===== src/rtl/chess_timer_pkg.sv =====
// Shared definitions for the chess clock countdown core: FSM state
// encoding, ACTIVE output codes, BCD digit limits and state decoders.
package chess_timer_pkg;

    localparam logic [2:0] ST_IDLE    = 3'd0;
    localparam logic [2:0] ST_RUN_A   = 3'd1;
    localparam logic [2:0] ST_RUN_B   = 3'd2;
    localparam logic [2:0] ST_PAUSE_A = 3'd3;
    localparam logic [2:0] ST_PAUSE_B = 3'd4;
    localparam logic [2:0] ST_DONE    = 3'd5;

    typedef enum logic [2:0] {
        S_IDLE    = ST_IDLE,
        S_RUN_A   = ST_RUN_A,
        S_RUN_B   = ST_RUN_B,
        S_PAUSE_A = ST_PAUSE_A,
        S_PAUSE_B = ST_PAUSE_B,
        S_DONE    = ST_DONE
    } state_t;

    localparam logic [1:0] ACT_NONE = 2'b00;
    localparam logic [1:0] ACT_A    = 2'b01;
    localparam logic [1:0] ACT_B    = 2'b10;

    // Largest value of a units digit (s1, m1) and of the tens-of-seconds digit
    localparam logic [3:0] BCD_MAX_9 = 4'd9;
    localparam logic [3:0] BCD_MAX_5 = 4'd5;

    // ACTIVE code for a state: the player whose clock is running or paused
    function automatic logic [1:0] active_code(input state_t s);
        logic [1:0] code;
        case (s)
            S_RUN_A, S_PAUSE_A: code = ACT_A;
            S_RUN_B, S_PAUSE_B: code = ACT_B;
            default:            code = ACT_NONE;
        endcase
        return code;
    endfunction

    // PAUSED indication for a state
    function automatic logic paused_code(input state_t s);
        logic p;
        case (s)
            S_PAUSE_A, S_PAUSE_B: p = 1'b1;
            default:              p = 1'b0;
        endcase
        return p;
    endfunction

endpackage


===== src/rtl/chess_timer_bcd_mmss_dec.sv =====
// Combinational one-second decrement of a packed BCD mm:ss value.
// 00:00 is held (never wraps); o_is_zero_next flags a decrement that lands on 00:00.
module bcd_mmss_dec
    import chess_timer_pkg::*;
(
    input  logic [15:0] i_time,
    output logic [15:0] o_time_dec,
    output logic        o_is_zero_next
);

    logic [3:0] w_s1;
    logic [3:0] w_s10;
    logic [3:0] w_m1;
    logic [3:0] w_m10;
    logic       w_b1;
    logic       w_b10;
    logic       w_bm1;

    // Ripple the borrow from seconds-units up to tens-of-minutes
    always_comb begin
        w_s1  = i_time[3:0];
        w_s10 = i_time[7:4];
        w_m1  = i_time[11:8];
        w_m10 = i_time[15:12];
        w_b1  = 1'b0;
        w_b10 = 1'b0;
        w_bm1 = 1'b0;
        o_time_dec     = i_time;
        o_is_zero_next = 1'b0;

        if (i_time == 16'h0000) begin
            o_time_dec     = 16'h0000;
            o_is_zero_next = 1'b0;
        end else begin
            if (w_s1 == 4'd0) begin
                w_s1 = BCD_MAX_9;
                w_b1 = 1'b1;
            end else begin
                w_s1 = w_s1 - 4'd1;
            end

            if (w_b1) begin
                if (w_s10 == 4'd0) begin
                    w_s10 = BCD_MAX_5;
                    w_b10 = 1'b1;
                end else begin
                    w_s10 = w_s10 - 4'd1;
                end
            end else begin
                w_b10 = 1'b0;
            end

            if (w_b10) begin
                if (w_m1 == 4'd0) begin
                    w_m1  = BCD_MAX_9;
                    w_bm1 = 1'b1;
                end else begin
                    w_m1 = w_m1 - 4'd1;
                end
            end else begin
                w_bm1 = 1'b0;
            end

            if (w_bm1) begin
                w_m10 = w_m10 - 4'd1;
            end else begin
                w_m10 = w_m10;
            end

            o_time_dec     = {w_m10, w_m1, w_s10, w_s1};
            o_is_zero_next = ({w_m10, w_m1, w_s10, w_s1} == 16'h0000);
        end
    end

endmodule


===== src/rtl/chess_timer.sv =====
// Two-player chess clock countdown core. Consumes the one-second CE tick,
// decrements the running player's BCD mm:ss time, switches turns on the
// move buttons and raises a sticky flag when a player reaches 00:00.
module chess_timer
    import chess_timer_pkg::*;
#(
    parameter logic [7:0] INIT_MM = 8'h05,
    parameter logic [7:0] INIT_SS = 8'h00
) (
    input  logic        CLK,
    input  logic        CLR,
    input  logic        CE,
    input  logic        START,
    input  logic        BTN_A,
    input  logic        BTN_B,
    output logic [15:0] TIME_A,
    output logic [15:0] TIME_B,
    output logic [1:0]  ACTIVE,
    output logic        PAUSED,
    output logic        FLAG_A,
    output logic        FLAG_B
);

    localparam logic [15:0] INIT_TIME = {INIT_MM, INIT_SS};

    state_t      r_state;
    logic [15:0] r_time_a;
    logic [15:0] r_time_b;
    logic        r_flag_a;
    logic        r_flag_b;
    logic [1:0]  r_active;
    logic        r_paused;

    state_t      w_state_next;
    logic [15:0] w_time_a_next;
    logic [15:0] w_time_b_next;
    logic        w_flag_a_next;
    logic        w_flag_b_next;

    logic [15:0] w_dec_a;
    logic [15:0] w_dec_b;
    logic        w_zero_a;
    logic        w_zero_b;

    bcd_mmss_dec u_dec_a (
        .i_time         (r_time_a),
        .o_time_dec     (w_dec_a),
        .o_is_zero_next (w_zero_a)
    );

    bcd_mmss_dec u_dec_b (
        .i_time         (r_time_b),
        .o_time_dec     (w_dec_b),
        .o_is_zero_next (w_zero_b)
    );

    // Next-state and datapath decisions; a timeout always beats a button or START
    always_comb begin
        w_state_next  = r_state;
        w_time_a_next = r_time_a;
        w_time_b_next = r_time_b;
        w_flag_a_next = r_flag_a;
        w_flag_b_next = r_flag_b;

        case (r_state)
            S_IDLE: begin
                if (START) begin
                    w_state_next = S_RUN_A;
                end else begin
                    w_state_next = S_IDLE;
                end
            end

            S_RUN_A: begin
                if (CE) begin
                    w_time_a_next = w_dec_a;
                end else begin
                    w_time_a_next = r_time_a;
                end

                if (CE && w_zero_a) begin
                    w_flag_a_next = 1'b1;
                    w_state_next  = S_DONE;
                end else if (BTN_A) begin
                    w_state_next = S_RUN_B;
                end else if (START) begin
                    w_state_next = S_PAUSE_A;
                end else begin
                    w_state_next = S_RUN_A;
                end
            end

            S_RUN_B: begin
                if (CE) begin
                    w_time_b_next = w_dec_b;
                end else begin
                    w_time_b_next = r_time_b;
                end

                if (CE && w_zero_b) begin
                    w_flag_b_next = 1'b1;
                    w_state_next  = S_DONE;
                end else if (BTN_B) begin
                    w_state_next = S_RUN_A;
                end else if (START) begin
                    w_state_next = S_PAUSE_B;
                end else begin
                    w_state_next = S_RUN_B;
                end
            end

            S_PAUSE_A: begin
                if (START) begin
                    w_state_next = S_RUN_A;
                end else begin
                    w_state_next = S_PAUSE_A;
                end
            end

            S_PAUSE_B: begin
                if (START) begin
                    w_state_next = S_RUN_B;
                end else begin
                    w_state_next = S_PAUSE_B;
                end
            end

            S_DONE: begin
                if (START) begin
                    w_time_a_next = INIT_TIME;
                    w_time_b_next = INIT_TIME;
                    w_flag_a_next = 1'b0;
                    w_flag_b_next = 1'b0;
                    w_state_next  = S_IDLE;
                end else begin
                    w_state_next = S_DONE;
                end
            end

            default: begin
                w_state_next = S_IDLE;
            end
        endcase
    end

    // FSM state, both time registers, flags and the registered status outputs
    always_ff @(posedge CLK or posedge CLR) begin
        if (CLR) begin
            r_state  <= S_IDLE;
            r_time_a <= INIT_TIME;
            r_time_b <= INIT_TIME;
            r_flag_a <= 1'b0;
            r_flag_b <= 1'b0;
            r_active <= ACT_NONE;
            r_paused <= 1'b0;
        end else begin
            r_state  <= w_state_next;
            r_time_a <= w_time_a_next;
            r_time_b <= w_time_b_next;
            r_flag_a <= w_flag_a_next;
            r_flag_b <= w_flag_b_next;
            r_active <= active_code(w_state_next);
            r_paused <= paused_code(w_state_next);
        end
    end

    assign TIME_A = r_time_a;
    assign TIME_B = r_time_b;
    assign ACTIVE = r_active;
    assign PAUSED = r_paused;
    assign FLAG_A = r_flag_a;
    assign FLAG_B = r_flag_b;

endmodule


===== config.mk =====
export PLATFORM = sky130hd
export DESIGN_NAME = chess_timer
export DESIGN_NICKNAME = d
export VERILOG_FILES = /design/src/rtl/chess_timer_pkg.sv /design/src/rtl/chess_timer_bcd_mmss_dec.sv /design/src/rtl/chess_timer.sv
export SDC_FILE = /design/constraint.sdc
export NUM_CORES = 1
export LEC_CHECK = 0
export CORE_MARGIN = 4
export CORE_UTILIZATION = 27
export CTS_BUF_LIST = sky130_fd_sc_hd__clkbuf_2
export CTS_CLUSTER_SIZE = 25
export DETAILED_ROUTE_END_ITERATION = 12
export HOLD_SLACK_MARGIN = 0.02
export SETUP_SLACK_MARGIN = 0.5
export SLEW_MARGIN = 10
export SYNTH_ARGS = -nofsm -noshare
export SYNTH_HDL_FRONTEND = slang
export SYNTH_SLANG_ARGS = --single-unit

===== constraint.sdc =====
create_clock -name CLK -period 6.2 [get_ports CLK]
set_input_delay 1.24 -clock CLK [delete_from_list [all_inputs] [get_ports CLK]]
set_output_delay 1.24 -clock CLK [all_outputs]
set_load 0.02 [all_outputs]

==> results of run 1 <==
## placed cells by master, fill, tap and decap left out, types with 5 or more instances in the layout
| cell type | count |
|---|---|
| a21oi_1 | 12 |
| clkbuf_2 | 5 |
| clkdlybuf4s50_1 | 42 |
| dfrtp_1 | 36 |
| ha_1 | 7 |
| inv_1 | 10 |
| nand2_1 | 34 |
| nand3_1 | 14 |
| nor2_1 | 30 |
| nor3_1 | 10 |
| nor4_1 | 5 |
| o21ai_0 | 31 |
| o31ai_1 | 6 |
## power breakdown
part	internal (mW)	switching (mW)
Clock	0.0253	0.0901
Combinational	0.333	0.433
Sequential	0.361	0.137
## per-layer routing
layer / GRT usage / part of all wire / routed length, um
met5: 0 / 0 / 0
met4: 0.0383 / 0.012 / 69
met3: 0.0278 / 0.049 / 286
met2: 0.185 / 0.46 / 2700
met1: 0.172 / 0.48 / 2840
## critical path: cells and delay by family
kind / cells / cell delay, ns
buffers and inverters: 1 / 0.63
AND/OR/NAND/NOR: 3 / 1.03
multiplexers: 1 / 0.12
AO/OA/AOI/OAI: 2 / 0.30
## metrics by stage
step,cells,area (sq um)
floorplan,265,2290
global placement,405,2810
detailed placement,405,2810
CTS,413,2850
global route,413,2850
finish,413,2850
## registers in the layout, indices dropped and copies added (netlist names)
name / count
FLAG_A: 1
PAUSED: 1
TIME_A: 16
TIME_B: 16
FLAG_B: 1
ACTIVE: 2
r_state: 3
## layout make-up
type | instances | area, sq um | share of cell area
multi-input combinational | 207 | 1200 | 0.423
sequential | 40 | 1010 | 0.354
timing repair buffer | 43 | 428 | 0.150
tap | 105 | 131 | 0.0462
inverter | 10 | 37.5 | 0.0132
clock buffer | 5 | 25.0 | 0.00880
clock inverter | 3 | 13.8 | 0.00484
## worst max path at each step
| stage | from | end | slack, ns | depth (start not counted) |
|---|---|---|---|---|
| finish | CE | PAUSED$_DFF_PP0_ | 3.18 | 7 |
| global route | TIME_A[0]$_DFFE_PP0P_ | TIME_A[11]$_DFFE_PP0P_ | 2.81 | 8 |
| CTS | CE | PAUSED$_DFF_PP0_ | 3.19 | 7 |
| detailed placement | CE | PAUSED$_DFF_PP0_ | 2.73 | 7 |
| global placement | CE | PAUSED$_DFF_PP0_ | 2.75 | 7 |
| floorplan | CE | PAUSED$_DFF_PP0_ | 3.60 | 6 |
## cell families (layout without fill, tap and decap cells)
logic type               Yosys count  after routing  synth area share
multiplexers                       4              4            0.0175
adder cells (fa/ha/maj)            7              7            0.0382
AND/OR/NAND/NOR                  131            131             0.298
AO/OA/AOI/OAI                     65             65             0.171
buffers and inverters             18             61            0.0366
flip-flops                        40             40             0.439
==> impl_metrics.env, run 1 <==
export IMPL_drt_iter0_drc=176
export IMPL_dp_hpwl_mm=4.40
export IMPL_relSlewSlack=0.486
export IMPL_coreArea_sq_um=8260
export IMPL_io_buffers=42
export IMPL_synthTopCellsByCount="dfrtp_1 (36), nand2_1 (34), o21ai_0 (31), nor2_1 (30), nand3_1 (14)"
export IMPL_leakage_nw=1.20
export IMPL_yosysWarnings=0
export IMPL_fin_util=0.345
export IMPL_grt_pass1_vias=1978
export IMPL_wl_per_cell_um=14.3
export IMPL_yosysMostFrequentCell="dfrtp_1"
export IMPL_h_tree_depth=2
export IMPL_dr_total_vias=2108
export IMPL_via_per_inst=5.10
export IMPL_tightest_slew_ns=0.770
export IMPL_clock_path_buffers=2
export IMPL_finalWirelength_mm=5.89
export IMPL_r2r_slack_ns=3.27
export IMPL_drive_above_1_share=0.0682
export IMPL_numCtsBuffers=5
export IMPL_slowest_stage="clkdlybuf4s50_1"
export IMPL_slowest_delay_ns=0.63
export IMPL_fmax_ghz=0.332
export IMPL_rows=33
export IMPL_gp_congestion=0.868
export IMPL_setup_tns_ns=0
export IMPL_synth_fp_nets=278
export IMPL_dieHeight_um=100
export IMPL_worst_r2r_endpoint="TIME_A[11]$_DFFE_PP0P_"
export IMPL_period_needed_ns=3.02
export IMPL_ctsHoldBuffers=0
export IMPL_cts_resized=0
export IMPL_synth_top_area_share=0.393
export IMPL_yosysTopAreaCell="dfrtp_1"
export IMPL_worstHoldEndpoint="FLAG_A$_DFFE_PP0P_"
export IMPL_critPathLaunchType="primary input"
export IMPL_crit_path_end_kind="register"
export IMPL_min_from="FLAG_A$_DFFE_PP0P_"
export IMPL_grt_pass1_wl_mm=9.93
export IMPL_syn_instance_count=265
export IMPL_post_route_period_util=0.486
export IMPL_setup_ws_ns=3.18
export IMPL_power_total_mw=1.38
export IMPL_synth_ff_type="dfrtp_1"
export IMPL_ir_drop_uv=102
export IMPL_clk_latency_ns=0.40
export IMPL_slew_viol_final=0
export IMPL_dieArea_sq_um=10000
export IMPL_rr_worst_depth=8
export IMPL_fin_skew_ns=0.0124
export IMPL_grt_antenna_before_repair=0
export IMPL_hold_viol=0
export IMPL_r2r_start="TIME_A[0]$_DFFE_PP0P_"
export IMPL_rsz0062_at_grt="false"
export IMPL_grt_start_max_net_pins=41
export IMPL_synth_edff_count=0
export IMPL_pre_cts_ws_ns=2.73
export IMPL_post_cts_buffers=0
export IMPL_async_reset_ff_frac=1.00
export IMPL_crit_arrival_ns=3.32
export IMPL_hold_path_class="register to register"
export IMPL_cp_max_fo=7
export IMPL_cts_sinks=40
export IMPL_cts_root_buf="clkbuf_2"
export IMPL_setup_violations=0
export IMPL_outcome="finished clean"
export IMPL_cp_required_ns=6.51
export IMPL_num_antenna_cells=0
export IMPL_firstDrtPassIters=4
export IMPL_grt_util_all_layers=0.122
export IMPL_ys_types=47
export IMPL_syn_area_per_cell_sq_um=8.65
export IMPL_whs_path_depth=2
export IMPL_whs_ns=0.498
export IMPL_fillers=873
export IMPL_synth_seq_cells=40
export IMPL_drc_errors=0
export IMPL_io_pins=43
export IMPL_drv_cap=0
export IMPL_cts_tree="built"
export IMPL_clkTransAtPathRegs_ns=0.21
export IMPL_cellPowerDensity_nw_per_um2=485
export IMPL_crit_chain="clkdlybuf4s50_1 > or4b_2 > nor3_1 > and3_1 > o41ai_1 > a21oi_1 > mux2i_1"
export IMPL_syn_to_final_growth_pct=24.1
export IMPL_ys_seq_area_frac=0.439
export IMPL_grt_ovfl_total=0
export IMPL_worst_setup_path_type="primary input to register"
export IMPL_synthTopCellsByArea="dfrtp_1 (39%), o21ai_0 (6.8%), nand2_1 (5.6%)"
export IMPL_nets=320
export IMPL_syn_cell_area_sq_um=2290
export IMPL_die_w_um=100
export IMPL_initial_utilization=0.278
export IMPL_antenna_left=0
(Power assumes the default switching activity.)
==> inputs of run 2 (changes only) <==
==> constraint.sdc (replaced) <==
create_clock -name CLK -period 2.5 [get_ports CLK]
set_input_delay 0.5 -clock CLK [delete_from_list [all_inputs] [get_ports CLK]]
set_output_delay 0.5 -clock CLK [all_outputs]
set_load 0.02 [all_outputs]
==> run 2 against run 1 <==
Net effect:
- non-clock buffer count grew 27
- sequential share of layout area shrank 3.8 points
- largest cell class unchanged
- flip-flop and latch count is the same
- register-to-register slack lost 2.9 ns
- die area is the same
- via count grew 8.0%
- global-route usage grew 0.82 points
- clock-buffer cell count is the same
- highest routed layer unchanged
- power grew to 2.9 times the previous value
- cell count grew 6.5%
- clock power grew to 3.4 times the previous value
- critical path type is now register to register
==> impl_metrics.env, run 2 (synthesis gave the netlist of run 1 again) <==
export IMPL_cts_tree="built"
export IMPL_drive_above_1_share=0.284
export IMPL_crit_path_end_kind="register"
export IMPL_rsz0062_at_grt="true"
export IMPL_setup_tns_ns=0
export IMPL_clkTransAtPathRegs_ns=0.22
export IMPL_hold_viol=0
export IMPL_coreArea_sq_um=8260
export IMPL_whs_ns=0.479
export IMPL_pre_cts_ws_ns=-0.0782
export IMPL_worst_setup_path_type="register to register"
export IMPL_fin_skew_ns=0.0151
export IMPL_syn_to_final_growth_pct=42.0
export IMPL_h_tree_depth=2
export IMPL_antenna_left=0
export IMPL_grt_pass1_vias=2134
export IMPL_finalWirelength_mm=6.47
export IMPL_initial_utilization=0.278
export IMPL_nets=347
export IMPL_die_w_um=100
export IMPL_grt_start_max_net_pins=41
export IMPL_cellPowerDensity_nw_per_um2=1220
export IMPL_relSlewSlack=0.568
export IMPL_ir_drop_uv=285
export IMPL_grt_antenna_before_repair=0
export IMPL_dieHeight_um=100
export IMPL_cp_required_ns=2.83
export IMPL_drv_cap=0
export IMPL_fmax_ghz=0.461
export IMPL_io_pins=43
export IMPL_tightest_slew_ns=0.640
export IMPL_period_needed_ns=2.17
export IMPL_leakage_nw=1.61
export IMPL_gp_congestion=0.869
export IMPL_post_route_period_util=0.868
export IMPL_dr_total_vias=2277
export IMPL_numCtsBuffers=5
export IMPL_ctsHoldBuffers=0
export IMPL_wl_per_cell_um=14.7
export IMPL_dieArea_sq_um=10000
export IMPL_via_per_inst=5.18
export IMPL_num_antenna_cells=0
export IMPL_setup_ws_ns=0.329
export IMPL_crit_arrival_ns=2.51
export IMPL_path_buf_inv=0
export IMPL_slowest_stage="or4_4"
export IMPL_crit_chain="or2_4 > or4_4 > or4_4 > and2_4 > a22o_1"
export IMPL_grt_ovfl_total=0
export IMPL_critPathTopFamily="simple AND/OR/NAND/NOR gates"
export IMPL_layout_commonest_cell="nand2_1"
export IMPL_grt_pass1_wl_mm=10.6
export IMPL_crit_top_cell="or4_4"
export IMPL_critPathLaunchType="register"
export IMPL_firstDrtPassIters=5
export IMPL_io_buffers=42
export IMPL_cts_root_buf="clkbuf_2"
export IMPL_clock_path_buffers=2
export IMPL_hold_path_class="primary input to async pin"
export IMPL_slowest_delay_ns=0.53
export IMPL_rows=33
export IMPL_cts_sinks=40
export IMPL_drt_iter0_drc=155
export IMPL_dp_hpwl_mm=4.48
export IMPL_final_cell_mix="nand2_1 (29), nor2_1 (28), o21ai_0 (27), buf_4 (27), dlygate4sd2_1 (26)"
export IMPL_outcome="finished clean"
export IMPL_drc_errors=0
export IMPL_clk_latency_ns=0.41
export IMPL_cp_max_fo=7
export IMPL_grt_util_all_layers=0.130
export IMPL_slew_viol_final=0
export IMPL_setup_violations=0
-- run 2: cell count changes in the layout (fill, tap and decap cells not counted), sizes merged --
cell	change
buf	+27
clkdlybuf4s50	-34
clkinv	-1
dlymetal6s2s	+8
dlygate4sd2	+26
bufinv	+1
-- run 2: layout make-up --
type | instances | area, sq um
tap | 105 | 131
timing repair buffer | 70 | 622
fill | 838 | 5000
clock buffer | 5 | 25.0
clock inverter | 3 | 37.5
sequential | 40 | 1030
multi-input combinational | 207 | 1380
inverter | 10 | 37.5
-- run 2: per-stage QoR --
step	utilization	power, mW	instance area, sq um	instances
3_5_place_dp	0.352	3.31	2910	412
4_1_cts	0.380	3.86	3140	437
2_1_floorplan	-	2.51	2340	265
5_1_grt	0.394	4.28	3260	440
6_report	0.394	3.98	3260	440
3_3_place_gp	0.352	3.28	2910	412
-- run 2: worst paths after layout --
path	startpoint	end	slack, ns	depth (start not counted)
max	TIME_B[6]$_DFFE_PP0P_	TIME_B[4]$_DFFE_PP0P_	0.33	5
max reg2reg	TIME_B[6]$_DFFE_PP0P_	TIME_B[4]$_DFFE_PP0P_	0.33	5
max in group asynchronous	CLR	TIME_B[1]$_DFFE_PP0P_	1.63	3
min	CLR	TIME_B[11]$_DFFE_PP0P_	0.48	3
min reg2reg	FLAG_A$_DFFE_PP0P_	FLAG_A$_DFFE_PP0P_	0.51	2
min in group CLK	FLAG_A$_DFFE_PP0P_	FLAG_A$_DFFE_PP0P_	0.51	2
-- run 2: worst min-delay path, stage by stage --
cell,delay (ns)
clkdlybuf4s50_1,0.40
inv_1,0.05
buf_4,0.43
-- run 2: power breakdown --
group	switching, mW	internal, mW
logic	1.30	1.05
clock network	0.223	0.163
registers	0.324	0.914
total	1.85	2.13
-- run 2: timing repair --
item | in CTS | in global routing
setup endpoints to repair | 54 | 41
resized for setup | 51 | 30
pin swaps | 11 | 10
buffers inserted | 17 | 3
-- run 2: layer usage --
metal | up-vias | global-route usage | part of all wire
met2 | 66 | 0.213 | 0.49
met3 | 9 | 0.0243 | 0.045
li1 | 1098 | - | -
met5 | - | 0 | 0
met4 | 0 | 0.0446 | 0.012
met1 | 1104 | 0.172 | 0.45
==> edit 1: new RTL, flow settings as in run 1 <==
Put one more register stage on the output `TIME_A`, with the module's reset. The value now appears one clock later. The other outputs are not delayed to match.
--- a/src/rtl/chess_timer.sv
+++ b/src/rtl/chess_timer.sv
@@ -164,7 +164,13 @@
         end
     end
 
-    assign TIME_A = r_time_a;
+    always_ff @(posedge CLK or posedge CLR) begin
+        if (CLR) begin
+            TIME_A <= '0;
+        end else begin
+            TIME_A <= r_time_a;
+        end
+    end
     assign TIME_B = r_time_b;
     assign ACTIVE = r_active;
     assign PAUSED = r_paused;
Function: changed (Yosys sat finds a counterexample within 4 cycles, from zero or initial values).
==> edit 1 against run 1 <==
Design area increased by 17%; sequential cell count increased by 16; wire length increased by 6.2%; synthesized area increased by 18%; first-iteration DRC count decreased by 34%; clock skew decreased by 0.00054 ns; via count increased by 3.7%; register-to-register slack improved by 0.41 ns; global-route usage decreased by 1.0 points; combinational power increased by 2%; power increased by 17%; sequential share of layout area increased by 6.8 points; setup slack improved by 0.070 ns; critical path type is now reg -> out.
==> edit 1: results (changes against run 1) <==
Outcome
  • Status: finished clean (unchanged)

Synth
  • Avg Inst Size Synth: 10.0 µm² (was 8.65 µm²)
  • Synth cell types: 58 (was 47)
  • Adder-cell share of the synthesized area: 3.23% (was 3.82%)
  • Post-Synth XOR/XNOR Area: 0.323% (was 0%)
  • Synth top area cells: dfrtp_1 48%, nand2_1 5.0%, dfstp_2 3.9% (was dfrtp_1 39%, o21ai_0 6.8%, nand2_1 5.6%)
  • Mapped Nets: 283 (was 278)

Hold path
  • Hold endpoint: TIME_A[10] (was FLAG_A)

GRT
  • Largest net degree at the start of global routing: 57 (was 41)
  • GRT Util Overall: 11.1% (was 12.2%)
  • Number of global-route vias before repair: 2135 (was 1978)

Setup path
  • CP max stage delay: 0.66 ns (was 0.63 ns)
  • Slowest-stage cell, CP: dfstp_2 (was clkdlybuf4s50_1)
  • R2R Path End: r_time_a[9] (was TIME_A[11])
  • Crit-path leading delay family: flip-flops (was simple AND/OR/NAND/NOR gates)
  • Arrival time worst endpoint: 1.71 ns (was 3.32 ns)
  • Reg2reg setup slack: 3.68 ns (was 3.27 ns)

Drt
  • Vias: 2185 (was 2108)
  • Iteration-0 DRC Markers: 117 (was 176)
  • Final WL: 6260 µm (was 5890 µm)

Clocking
  • Reg clk slew, reported paths: 0.25 ns (was 0.21 ns)
  • Worst-Skew Late Latency: 0.43 ns (was 0.40 ns)

Placed design
  • Place WS: 2.93 ns (was 2.73 ns)
  • Final HPWL from detailed placement: 4530 µm (was 4400 µm)
  • Area after DPL: 0.00327 mm² (was 0.00281 mm²)

Power
  • Leak Pwr: 1.40 nW (was 1.20 nW)
  • Internal power: 0.912 mW (was 0.719 mW)
  • Worst VDD drop: 0.122 mV (was 0.102 mV)

Finish
  • # fillers: 984 (was 873)
  • Cell Count, Final, Fillers Out: 447 (was 413)
  • Share of cells above drive strength 1: 8.92% (was 6.82%)
  • # nets final: 326 (was 320)
## edit 1: cell count changes after synthesis, moves of 4 or more
cell and delta:
o21ai_0 -10, o21ai_1 +18, a21oi_1 -4, nand3_1 -5, dfrtp_1 +16, nor2_1 -8
## edit 1: cells by family after synthesis
logic type,Yosys count
adders and majority gates,7
buffers and inverters,18
DFF,56
muxes,2
AOI/OAI and AO/OA,74
xor gates and xnor gates,1
and+or+nand+nor,112
## edit 1: final cells by class
cell class,count,area (µm²),share of cell area (%)
sequential,56,1410,42.2
multi-input combinational,196,1230,36.8
timing repair buffer,43,428,12.8
tap,133,166,4.99
inverter,11,41.3,1.24
clock inverter,2,35.0,1.05
clock buffer,6,30.0,0.900
## edit 1: power by group through the flow
stage / sequential [mW] / combinational [mW] / clock (mW)
after floorplan: 0.715 / 0.428 / 0
after global placement: 0.661 / 0.772 / 0
after detailed placement: 0.659 / 0.780 / 0
after CTS: 0.653 / 0.783 / 0.185
after global routing: 0.680 / 0.855 / 0.197
final: 0.655 / 0.779 / 0.177
## edit 1: layer usage
metal | wire length [µm] | track usage [%]
met1 | 3040 | 15.4
met2 | 2890 | 17.0
met3 | 214 | 2.45
met4 | 112 | 4.42
met5 | 0 | 0
## edit 1: worst max-delay path by stage
stage / start / slack, ns / cells past startpoint / to
after global placement: CE / 3.01 / 7 / PAUSED
after floorplan: CLR / 3.60 / 1 / ACTIVE[0]
final: TIME_B[10] / 3.25 / 1 / TIME_B[10]
after detailed placement: CE / 2.93 / 7 / PAUSED
after global routing: TIME_B[0] / 3.15 / 1 / TIME_B[0]
after CTS: TIME_B[10] / 3.23 / 1 / TIME_B[10]
==> edit 2: new RTL, flow settings as in run 1 <==
Without the edit above. The package constant `BCD_MAX_9` goes from 4'd9 to 4'd6.
--- a/src/rtl/chess_timer_pkg.sv
+++ b/src/rtl/chess_timer_pkg.sv
@@ -23,7 +23,7 @@
     localparam logic [1:0] ACT_B    = 2'b10;
 
     // Largest value of a units digit (s1, m1) and of the tens-of-seconds digit
-    localparam logic [3:0] BCD_MAX_9 = 4'd9;
+    localparam logic [3:0] BCD_MAX_9 = 4'd6;
     localparam logic [3:0] BCD_MAX_5 = 4'd5;
 
     // ACTIVE code for a state: the player whose clock is running or paused
Check against the original RTL: not equivalent (Yosys sat finds a counterexample within 4 cycles, from zero or initial values).
==> edit 2 against run 1 <==
Utilization shrank 0.26 points; design area grew 11%; cell count grew 9.2%; first-iteration DRC count shrank 58%; power grew 19%; wire length grew 7.8%; synthesized area grew 12%; sequential cell count is the same; via count grew 7.1%; non-clock buffer count is the same; setup slack gained 0.052 ns; die area grew 11%; sequential share of layout area shrank 3.5 points; critical path type is now reg -> out.
==> edit 2: results (changes against run 1) <==
Outcome
  • Status: finished clean (unchanged)

Placed design
  • Area after DPL: 0.00312 mm² (was 0.00281 mm²)
  • Dpl cells: 443 (was 405)
  • RePlAce Congestion: 0.762 (was 0.868)
  • Port bufs: 42 (unchanged)
  • Place WS: 3.00 ns (was 2.73 ns)
  • Final HPWL from detailed placement: 4680 µm (was 4400 µm)

Setup path
  • Crit-path max FO: 10 (was 7)
  • Arrival time worst endpoint: 1.72 ns (was 3.32 ns)
  • R2R Path Start: TIME_B[9] (was TIME_A[0])
  • Critical Path Sink: TIME_B[10] (was PAUSED)
  • Slowest-stage cell, CP: dfstp_2 (was clkdlybuf4s50_1)
  • R2R Path End: TIME_B[5] (was TIME_A[11])
  • CP max stage delay: 0.68 ns (was 0.63 ns)
  • Reg2reg setup slack: 3.36 ns (was 3.27 ns)
  • Worst setup path start: TIME_B[10] (was CE)
  • Crit-path leading delay family: flip-flops (was simple AND/OR/NAND/NOR gates)

Clocking
  • Reg clk slew, reported paths: 0.23 ns (was 0.21 ns)
  • Post-CTS Repair Setup Buffers: 0 (unchanged)
  • Max Root-Sink Buffers: 2 (unchanged)
  • CTS buffer count: 5 (unchanged)
  • Root buf cell: clkbuf_2 (unchanged)

Finish
  • Share of cells above drive strength 1: 11.5% (was 6.82%)
  • # nets final: 337 (was 320)

GRT
  • GRT Util Overall: 11.8% (was 12.2%)
  • Initial antenna violation count: 0 (unchanged)
  • First-pass GRT wire length: 10900 µm (was 9930 µm)

Power
  • Worst VDD drop: 0.187 mV (was 0.102 mV)
  • Clock power share: 7.2% (was 8.4%)
  • Net Sw Frac: 49.0% (was 47.8%)
  • Comb group: 0.998 mW (was 0.766 mW)
  • Leak Pwr: 1.25 nW (was 1.20 nW)

Drt
  • DR vias/cell: 5.00 (was 5.10)
  • Vias: 2257 (was 2108)
  • Pre-antenna DRT Iters: 4 (unchanged)
  • Average routed wire per standard cell: 14.1 µm (was 14.3 µm)
  • Iteration-0 DRC Markers: 74 (was 176)

Synth
  • Synth Instances: 281 (was 265)
  • Asr flop ratio synth: 100% (unchanged)
  • Mapped Nets: 297 (was 278)
  • Synth top area cells: dfrtp_1 35%, o21ai_0 5.6%, ha_1 4.9% (was dfrtp_1 39%, o21ai_0 6.8%, nand2_1 5.6%)
  • Synth cell types: 64 (was 47)
  • Sequential fraction of the synthesis area: 39.1% (was 43.9%)
  • Post-synth top cells: 36 x dfrtp_1, 29 x o21ai_0, 24 x nand2_1, 24 x nor2_1, 17 x inv_1 (was 36 x dfrtp_1, 34 x nand2_1, 31 x o21ai_0)

Timing
  • Fin Clk Skew: 0.0200 ns (was 0.0124 ns)
  • Slew @ Worst Pin: 0.944 ns (was 0.770 ns)

Job
  • Max-Cap Viols: 0 (unchanged)

Hold path
  • Hold path depth: 1 (was 2)
  • Hold Crit Class: reg -> reg (unchanged)
edit 2: changes by cell type after synthesis, moves of 4 or more:
cell,before,now
buf_2,1,5
inv_1,10,17
nand2_1,34,24
nand3_1,14,5
nor2_1,30,24
nor4_1,5,1
edit 2: cells by family after synthesis:
| logic type | synth area share (%) |
|---|---|
| AND/OR/NAND/NOR | 27.2 |
| AO/OA/AOI/OAI | 21.7 |
| flip-flops | 39.1 |
| buffers and inverters | 4.19 |
| adder cells (fa/ha/maj) | 4.87 |
| multiplexers | 2.63 |
| XOR/XNOR | 0.341 |
edit 2: metrics by stage:
step	power [mW]	hold slack [ns]
6_report	1.64	0.529
5_1_grt	1.80	0.566
4_1_cts	1.66	0.551
3_5_place_dp	1.53	0.499
3_3_place_gp	1.52	0.508
2_1_floorplan	1.19	0.586
edit 2: metal layers:
layer  wire length (µm)  up-vias  share of wire (%)  track usage, %
li1                   -     1115                  -               -
met1               2830     1091                 45            14.7
met2               3190       47                 50            20.2
met3                298        4                4.7            3.37
met4                 33        0               0.52            2.59
met5                  0        -                  0               0
edit 2: worst min-delay path by stage:
stage / start / endpoint / slack [ns]
2_1_floorplan: TIME_B[8] / TIME_B[8] / 0.59
3_3_place_gp: FLAG_A / FLAG_A / 0.51
3_5_place_dp: FLAG_A / FLAG_A / 0.50
4_1_cts: FLAG_A / FLAG_A / 0.55
5_1_grt: FLAG_A / FLAG_A / 0.57
6_report: FLAG_A / FLAG_A / 0.53
edit 2: cell type report:
cell class,instances,area [µm²]
Multi-Input combinational cell,214,1460
Clock inverter,3,18.8
Sequential cell,40,1010
Clock buffer,5,25.0
Fill cell,980,6080
Inverter,17,63.8
Tap cell,129,161
Timing Repair Buffer,43,428
